$ cat src/rtl/diff_map_pkg.sv
// Shared types and parameter defaults for the diff_map engine.
package diff_map_pkg;

    localparam int unsigned WORD_W_DEF = 32;
    localparam int unsigned ADDR_W_DEF = 6;

    // Element operation: A-B, A+B, A^B, signed saturating A-B
    typedef enum logic [1:0] {
        OP_SUB  = 2'b00,
        OP_ADD  = 2'b01,
        OP_XOR  = 2'b10,
        OP_SSUB = 2'b11
    } op_e;

    typedef enum logic [1:0] {
        S_IDLE  = 2'b00,
        S_RUN   = 2'b01,
        S_DRAIN = 2'b10,
        S_FIN   = 2'b11
    } state_e;

endpackage

$ cat src/rtl/diff_map_if.sv
// Request, status and register-file port bundle for diff_map_engine.
interface diff_map_if #(
    parameter int unsigned WORD_W = diff_map_pkg::WORD_W_DEF,
    parameter int unsigned ADDR_W = diff_map_pkg::ADDR_W_DEF
);
    import diff_map_pkg::*;

    logic              start;
    logic [ADDR_W-1:0] origin;
    logic [ADDR_W-1:0] modifier;
    logic [ADDR_W:0]   length;
    op_e               op;
    logic              cond_en;
    logic              cond_flag;
    logic              busy;
    logic              done;
    logic              skipped;
    logic [ADDR_W-1:0] rd_addr_a;
    logic [ADDR_W-1:0] rd_addr_b;
    logic [WORD_W-1:0] rd_data_a;
    logic [WORD_W-1:0] rd_data_b;
    logic              wr_en;
    logic [ADDR_W-1:0] wr_addr;
    logic [WORD_W-1:0] wr_data;

    modport master (
        output start, origin, modifier, length, op, cond_en, cond_flag,
               rd_data_a, rd_data_b,
        input  busy, done, skipped, rd_addr_a, rd_addr_b, wr_en, wr_addr, wr_data
    );

    modport slave (
        input  start, origin, modifier, length, op, cond_en, cond_flag,
               rd_data_a, rd_data_b,
        output busy, done, skipped, rd_addr_a, rd_addr_b, wr_en, wr_addr, wr_data
    );

endinterface

$ cat src/rtl/diff_map_alu.sv
// Combinational element datapath for diff_map_engine.
// DIFF_MAP_SAT_EN: when defined, OP_SSUB clamps the signed difference;
// otherwise OP_SSUB is a plain modular subtract.
module diff_map_alu #(
    parameter int unsigned WORD_W = diff_map_pkg::WORD_W_DEF
) (
    input  diff_map_pkg::op_e  op,
    input  logic [WORD_W-1:0]  a,
    input  logic [WORD_W-1:0]  b,
    output logic [WORD_W-1:0]  result
);
    import diff_map_pkg::*;

    logic [WORD_W-1:0] diff_c;

    // Select the element result for the latched operation
    always_comb begin
        diff_c = a - b;
        result = diff_c;
        case (op)
            OP_SUB:  result = diff_c;
            OP_ADD:  result = a + b;
            OP_XOR:  result = a ^ b;
            OP_SSUB: begin
`ifdef DIFF_MAP_SAT_EN
                // Overflow only when operand signs differ and the result sign flips away from A
                if ((a[WORD_W-1] != b[WORD_W-1]) && (diff_c[WORD_W-1] != a[WORD_W-1])) begin
                    result = a[WORD_W-1] ? {1'b1, {(WORD_W-1){1'b0}}}
                                         : {1'b0, {(WORD_W-1){1'b1}}};
                end else begin
                    result = diff_c;
                end
`else
                result = diff_c;
`endif
            end
            default: result = diff_c;
        endcase
    end

endmodule

$ cat src/rtl/diff_map_engine.sv
// Range engine: dst[origin+i] = op(A[origin+i], B[modifier+i]) for i < length,
// with snapshot semantics via overlap-aware processing direction.
// Optional DIFF_MAP_SAT_EN enables saturation of OP_SSUB inside diff_map_alu.
module diff_map_engine #(
    parameter int unsigned WORD_W = diff_map_pkg::WORD_W_DEF,
    parameter int unsigned ADDR_W = diff_map_pkg::ADDR_W_DEF
) (
    input  logic      clk,
    input  logic      rst,
    diff_map_if.slave bus
);
    import diff_map_pkg::*;

    localparam int unsigned LEN_W = ADDR_W + 1;

    state_e            state_q, state_d;
    op_e               op_q, op_d;
    logic              desc_q, desc_d;
    logic              skip_q, skip_d;
    logic [LEN_W-1:0]  cnt_q, cnt_d;
    logic              busy_q, busy_d;
    logic              done_q, done_d;
    logic              skipped_q, skipped_d;
    logic [ADDR_W-1:0] rd_addr_a_q, rd_addr_a_d;
    logic [ADDR_W-1:0] rd_addr_b_q, rd_addr_b_d;
    logic [ADDR_W-1:0] wr_addr_q, wr_addr_d;
    logic              wr_en_q, wr_en_d;

    logic              gate_c;
    logic              desc_c;
    logic [ADDR_W-1:0] dist_c;
    logic [ADDR_W-1:0] off0_c;
    logic [ADDR_W-1:0] step_c;
    logic [WORD_W-1:0] alu_res;

    // Request decode: gate, wrap-aware overlap direction, first-element offset
    always_comb begin
        gate_c = !bus.cond_en || bus.cond_flag;
        dist_c = bus.origin - bus.modifier;
        desc_c = (dist_c != '0) && (LEN_W'(dist_c) < bus.length);
        off0_c = desc_c ? ADDR_W'(bus.length - LEN_W'(1)) : '0;
        step_c = desc_q ? '1 : ADDR_W'(1);
    end

    // Next-state and registered-output logic
    always_comb begin
        state_d     = state_q;
        op_d        = op_q;
        desc_d      = desc_q;
        skip_d      = skip_q;
        cnt_d       = cnt_q;
        busy_d      = busy_q;
        done_d      = 1'b0;
        skipped_d   = 1'b0;
        rd_addr_a_d = rd_addr_a_q;
        rd_addr_b_d = rd_addr_b_q;
        wr_addr_d   = wr_addr_q;
        wr_en_d     = 1'b0;

        case (state_q)
            S_IDLE: begin
                if (bus.start) begin
                    op_d   = bus.op;
                    desc_d = desc_c;
                    busy_d = 1'b1;
                    if (!gate_c || (bus.length == '0)) begin
                        skip_d  = !gate_c;
                        state_d = S_FIN;
                    end else begin
                        skip_d      = 1'b0;
                        cnt_d       = bus.length - LEN_W'(1);
                        rd_addr_a_d = bus.origin + off0_c;
                        rd_addr_b_d = bus.modifier + off0_c;
                        state_d     = S_RUN;
                    end
                end
            end
            S_RUN: begin
                // Write the element whose read was issued last cycle
                wr_en_d   = 1'b1;
                wr_addr_d = rd_addr_a_q;
                if (cnt_q == '0) begin
                    state_d = S_DRAIN;
                end else begin
                    cnt_d       = cnt_q - LEN_W'(1);
                    rd_addr_a_d = rd_addr_a_q + step_c;
                    rd_addr_b_d = rd_addr_b_q + step_c;
                end
            end
            S_DRAIN: begin
                state_d = S_FIN;
            end
            S_FIN: begin
                done_d    = 1'b1;
                skipped_d = skip_q;
                busy_d    = 1'b0;
                state_d   = S_IDLE;
            end
            default: state_d = S_IDLE;
        endcase
    end

    // State and output registers; reset aborts any operation in flight
    always_ff @(posedge clk or posedge rst) begin
        if (rst) begin
            state_q     <= S_IDLE;
            op_q        <= OP_SUB;
            desc_q      <= 1'b0;
            skip_q      <= 1'b0;
            cnt_q       <= '0;
            busy_q      <= 1'b0;
            done_q      <= 1'b0;
            skipped_q   <= 1'b0;
            rd_addr_a_q <= '0;
            rd_addr_b_q <= '0;
            wr_addr_q   <= '0;
            wr_en_q     <= 1'b0;
        end else begin
            state_q     <= state_d;
            op_q        <= op_d;
            desc_q      <= desc_d;
            skip_q      <= skip_d;
            cnt_q       <= cnt_d;
            busy_q      <= busy_d;
            done_q      <= done_d;
            skipped_q   <= skipped_d;
            rd_addr_a_q <= rd_addr_a_d;
            rd_addr_b_q <= rd_addr_b_d;
            wr_addr_q   <= wr_addr_d;
            wr_en_q     <= wr_en_d;
        end
    end

    diff_map_alu #(.WORD_W(WORD_W)) u_alu (
        .op     (op_q),
        .a      (bus.rd_data_a),
        .b      (bus.rd_data_b),
        .result (alu_res)
    );

    // Read data arrives one cycle after the address, so write data passes straight
    // from the ALU; it is forced to zero whenever no write is due
    assign bus.wr_data   = wr_en_q ? alu_res : '0;
    assign bus.wr_en     = wr_en_q;
    assign bus.wr_addr   = wr_addr_q;
    assign bus.rd_addr_a = rd_addr_a_q;
    assign bus.rd_addr_b = rd_addr_b_q;
    assign bus.busy      = busy_q;
    assign bus.done      = done_q;
    assign bus.skipped   = skipped_q;

endmodule

$ cat src/flat_wrapper.sv
// flat-port wrapper written by rule: the top's interface ports become plain ports
module diff_map_engine_flat import diff_map_pkg::*;
#(
    parameter int unsigned WORD_W = diff_map_pkg::WORD_W_DEF,
    parameter int unsigned ADDR_W = diff_map_pkg::ADDR_W_DEF
)
  (clk, rst, bus_start, bus_origin, bus_modifier, bus_length, bus_op, bus_cond_en, bus_cond_flag, bus_rd_data_a, bus_rd_data_b, bus_busy, bus_done, bus_skipped, bus_rd_addr_a, bus_rd_addr_b, bus_wr_en, bus_wr_addr, bus_wr_data);
  diff_map_if #(.WORD_W(WORD_W), .ADDR_W(ADDR_W)) bus_i ();
  input  logic clk;
  input  logic rst;
  input wire logic [$bits(bus_i.start)-1:0] bus_start;
  input wire logic [$bits(bus_i.origin)-1:0] bus_origin;
  input wire logic [$bits(bus_i.modifier)-1:0] bus_modifier;
  input wire logic [$bits(bus_i.length)-1:0] bus_length;
  input wire logic [$bits(bus_i.op)-1:0] bus_op;
  input wire logic [$bits(bus_i.cond_en)-1:0] bus_cond_en;
  input wire logic [$bits(bus_i.cond_flag)-1:0] bus_cond_flag;
  input wire logic [$bits(bus_i.rd_data_a)-1:0] bus_rd_data_a;
  input wire logic [$bits(bus_i.rd_data_b)-1:0] bus_rd_data_b;
  output wire logic [$bits(bus_i.busy)-1:0] bus_busy;
  output wire logic [$bits(bus_i.done)-1:0] bus_done;
  output wire logic [$bits(bus_i.skipped)-1:0] bus_skipped;
  output wire logic [$bits(bus_i.rd_addr_a)-1:0] bus_rd_addr_a;
  output wire logic [$bits(bus_i.rd_addr_b)-1:0] bus_rd_addr_b;
  output wire logic [$bits(bus_i.wr_en)-1:0] bus_wr_en;
  output wire logic [$bits(bus_i.wr_addr)-1:0] bus_wr_addr;
  output wire logic [$bits(bus_i.wr_data)-1:0] bus_wr_data;
  assign bus_i.start = bus_start;
  assign bus_i.origin = bus_origin;
  assign bus_i.modifier = bus_modifier;
  assign bus_i.length = bus_length;
  assign bus_i.op = bus_op;
  assign bus_i.cond_en = bus_cond_en;
  assign bus_i.cond_flag = bus_cond_flag;
  assign bus_i.rd_data_a = bus_rd_data_a;
  assign bus_i.rd_data_b = bus_rd_data_b;
  assign bus_busy = bus_i.busy;
  assign bus_done = bus_i.done;
  assign bus_skipped = bus_i.skipped;
  assign bus_rd_addr_a = bus_i.rd_addr_a;
  assign bus_rd_addr_b = bus_i.rd_addr_b;
  assign bus_wr_en = bus_i.wr_en;
  assign bus_wr_addr = bus_i.wr_addr;
  assign bus_wr_data = bus_i.wr_data;
  diff_map_engine #(.WORD_W(WORD_W), .ADDR_W(ADDR_W)) u_core (.clk(clk), .rst(rst), .bus(bus_i));
endmodule
$ cat config.mk
export PLATFORM = sky130hd
export DESIGN_NAME = diff_map_engine_flat
export DESIGN_NICKNAME = d
export VERILOG_FILES = /design/src/rtl/diff_map_pkg.sv /design/src/rtl/diff_map_if.sv /design/src/rtl/diff_map_alu.sv /design/src/rtl/diff_map_engine.sv /design/src/flat_wrapper.sv
export SDC_FILE = /design/constraint.sdc
export NUM_CORES = 1
export LEC_CHECK = 0
export CORE_ASPECT_RATIO = 1.25
export CORE_MARGIN = 2
export CORE_UTILIZATION = 49
export CTS_CLUSTER_DIAMETER = 200
export CTS_CLUSTER_SIZE = 28
export DETAILED_ROUTE_END_ITERATION = 8
export PLACE_DENSITY_LB_ADDON = 0.08
export SYNTH_ARGS = -nofsm -noshare
export SYNTH_HDL_FRONTEND = slang
export SYNTH_SLANG_ARGS = --single-unit
$ cat constraint.sdc
create_clock -name clk -period 12.6 [get_ports clk]
set_input_delay 3.78 -clock clk [delete_from_list [all_inputs] [get_ports clk]]
set_output_delay 3.78 -clock clk [all_outputs]
set_load 0.01 [all_outputs]
==> impl_metrics.tcl <==
set metrics [dict create \
    r2r_start "u_core.state_q[1]" \
    grt_usage 0.265 \
    synth_edf_count 0 \
    cts_max_path_buffers 2 \
    htree_num_levels 2 \
    gr-total-overflow 0 \
    drc_errors 0 \
    r2r.worst_path.cells 9 \
    viasPerCell 5.85 \
    die_w_um 102 \
    grt_max_degree 55 \
    max_freq_mhz 80.5 \
    synthCells 769 \
    clock_skew_ps 5.36 \
    drv_slew 0 \
    grt_pass1_wl_mm 28.0 \
    yosys_warnings 0 \
    root_buffer "clkbuf_16" \
    setup_viol 0 \
    tns_ps 0 \
    coreArea_um2 11700 \
    drive_above_1_share 0.0475 \
    antenna_left 0 \
    fin_crit_sh 0.985 \
    peakVddDrop_mv 0.149 \
    place_ws_ps 76.1 \
    synth_area_um2 5940 \
    final_util 0.663 \
    max-cap-violations 0 \
    holdWs_ps 476 \
    synth.avg_cell_area_um2 7.72 \
    wl_met1_mm 7.18 \
    fillers 1060 \
    synth_top_area_share 0.148 \
    dp_hpwl_mm 14.1 \
    wl_met2_mm 9.14 \
    ys_types 66 \
    critPathCaptureType "primary output" \
    dieHeight_um 127 \
    highest_layer "met4" \
    crit_path_max_fanout 6 \
    cts.reportedPaths.clkPinSlew_ps 50 \
    crit_end "bus_wr_data[31]" \
    r2r_setup_slack_ps 9420 \
    antenna_cells 0 \
    place.gp.congestion 0.922 \
    met3WireLength_um 877 \
    outcome "completed" \
    vias 6246 \
    ios 144 \
    nNetsFinal 1067 \
    arrival_ps 8640 \
    hp-class "register to register" \
    slew_headroom 0.228 \
    start_util 0.506 \
    ys_ff_latch 35 \
    final_hold_viol_count 0 \
    design.die.area_um2 13000 \
    synth_top_area_cell "dfrtp_1" \
    syn2layout_area_growth_pct 30.9 \
    synth_most_common_cell "ha_1" \
    synth_flop_cell "dfrtp_1" \
    ys_seq_area_frac 0.148 \
    synth_common_cells "ha_1 (66), a21oi_1 (65), xnor2_1 (65), o21ai_0 (62), nand2_1 (58)" \
    cts_tree "built" \
    routedWlPerCell_um 16.6 \
    drtIter0Drc 229 \
    total_leakage_power_nw 3.43 \
    insertion_delay_ps 280 \
    dr.pass1.iters 5 \
    cp-start-kind "input port" \
    io_buffers 143 \
    pwr_density_cell_nw_per_um2 297 \
    cp_data_required_time_ps 8820 \
    yosys-top-cells-area "dfrtp_1 (15%), ha_1 (14%), xnor2_1 (9.6%), a21oi_1 (5.5%), o21ai_0 (5.2%)" \
    syn_nets 931 \
    r2r_end "u_core.cnt_q[3]" \
    worst_pin_slew_ps 1150 \
    critPathKind "input port to primary output" \
    cts_buffers 5 \
    grt_pass1_vias 6079 \
    period_needed_ps 12420 \
    cts_hold_buf 0 \
    async_reset_ff_frac 1.00 \
    antenna_found_initial 0 \
    clock_sinks 35 \
    crit_start "bus_rd_data_b[14]" \
    setup_slack_ps 184 \
    drt_wl_total_mm 17.7 \
    fp-row-count 44 \
]
[routing by layer]
layer / vias up / track usage
li1: 3049 / -
met1: 2935 / 0.317
met2: 223 / 0.483
met3: 39 / 0.0131
met4: 0 / 0.109
met5: - / 0
[worst min-delay path by stage]
stage	startpoint	endpoint	slack [ps]	cells past startpoint
2_1_floorplan	u_core.skip_q	u_core.bus.skipped	450	1
3_3_place_gp	u_core.skip_q	u_core.bus.skipped	460	1
3_5_place_dp	u_core.skip_q	u_core.bus.skipped	460	1
4_1_cts	u_core.skip_q	u_core.bus.skipped	480	1
5_1_grt	u_core.skip_q	u_core.bus.skipped	500	1
6_report	u_core.skip_q	u_core.bus.skipped	480	1
[sequential cells by signal (all words and copies together), names as in the netlist]
| register | count |
|---|---|
| u_core.bus.rd_addr_a | 6 |
| u_core.cnt_q | 7 |
| u_core.bus.busy | 1 |
| u_core.bus.wr_en | 1 |
| u_core.bus.wr_addr | 6 |
| u_core.state_q | 2 |
| u_core.skip_q | 1 |
| u_core.desc_q | 1 |
| u_core.bus.skipped | 1 |
| u_core.bus.rd_addr_b | 6 |
| u_core.op_q | 2 |
| u_core.bus.done | 1 |
[cell type report]
| type | instances | area, µm² | area share |
|---|---|---|---|
| multi-input combinational | 660 | 4830 | 0.621 |
| tap | 161 | 201 | 0.0259 |
| clock buffer | 6 | 139 | 0.0179 |
| timing repair buffer | 151 | 1500 | 0.193 |
| clock inverter | 2 | 35.0 | 0.00451 |
| inverter | 52 | 195 | 0.0251 |
| sequential | 35 | 876 | 0.113 |
[cells by family after synthesis]
group	Yosys count	share of synthesized area
adders and majority gates	74	0.163
buffers and inverters	74	0.0470
AOI/OAI and AO/OA	238	0.259
xor gates and xnor gates	102	0.156
DFF	35	0.148
muxes	14	0.0255
and+or+nand+nor	232	0.203
[stage by stage]
step                power [mW]  cells  instance area (µm²)
global route              2.53   1067                 7770
CTS                       2.28   1066                 7710
finish                    2.31   1067                 7770
global placement          2.07   1058                 7540
floorplan                 1.57    769                 5940
detailed placement        2.12   1058                 7540
[power breakdown]
group          internal, mW  switching, mW  total (mW)
Combinational         0.891           1.04        1.93
Clock                0.0983         0.0481       0.146
Sequential            0.171         0.0674       0.238
[cells in the final DEF (no fill, tap or decap), types with 6 or more instances in the layout]
cell	n
nand2b_1	7
nand2_1	58
fa_1	6
clkdlybuf4s50_1	141
mux2_2	9
a31oi_1	9
and3_1	10
xor2_1	35
o211ai_1	9
buf_4	8
or3_1	7
nor3_1	20
o211a_1	9
dfrtp_1	35
nand3_1	15
and2_1	17
a211oi_1	6
o21ai_0	62
a21oi_1	65
inv_1	52
nor2b_1	12
a21o_1	23
ha_1	65
xnor2_1	65
nor2_1	48
o21a_1	11
[worst max-delay path: stages]
cell and delay (ps):
clkdlybuf4s50_1 480, or4_4 580, or4_4 490, nor4_4 310, buf_4 180, a21oi_1 70, xnor2_1 160, ha_1 380
and4_4 260, and4_1 190, o211ai_1 90, o211ai_1 180, o31ai_1 120, buf_4 160, o21a_1 180, nor4_1 280
o21a_1 190, clkdlybuf4s50_1 550
[what timing repair did]
action,CTS,global route
endpoints found under the setup margin,0,7
buffers inserted,0,1
resized for setup,0,13
Note: power is estimated with default switching activity, not from simulation.
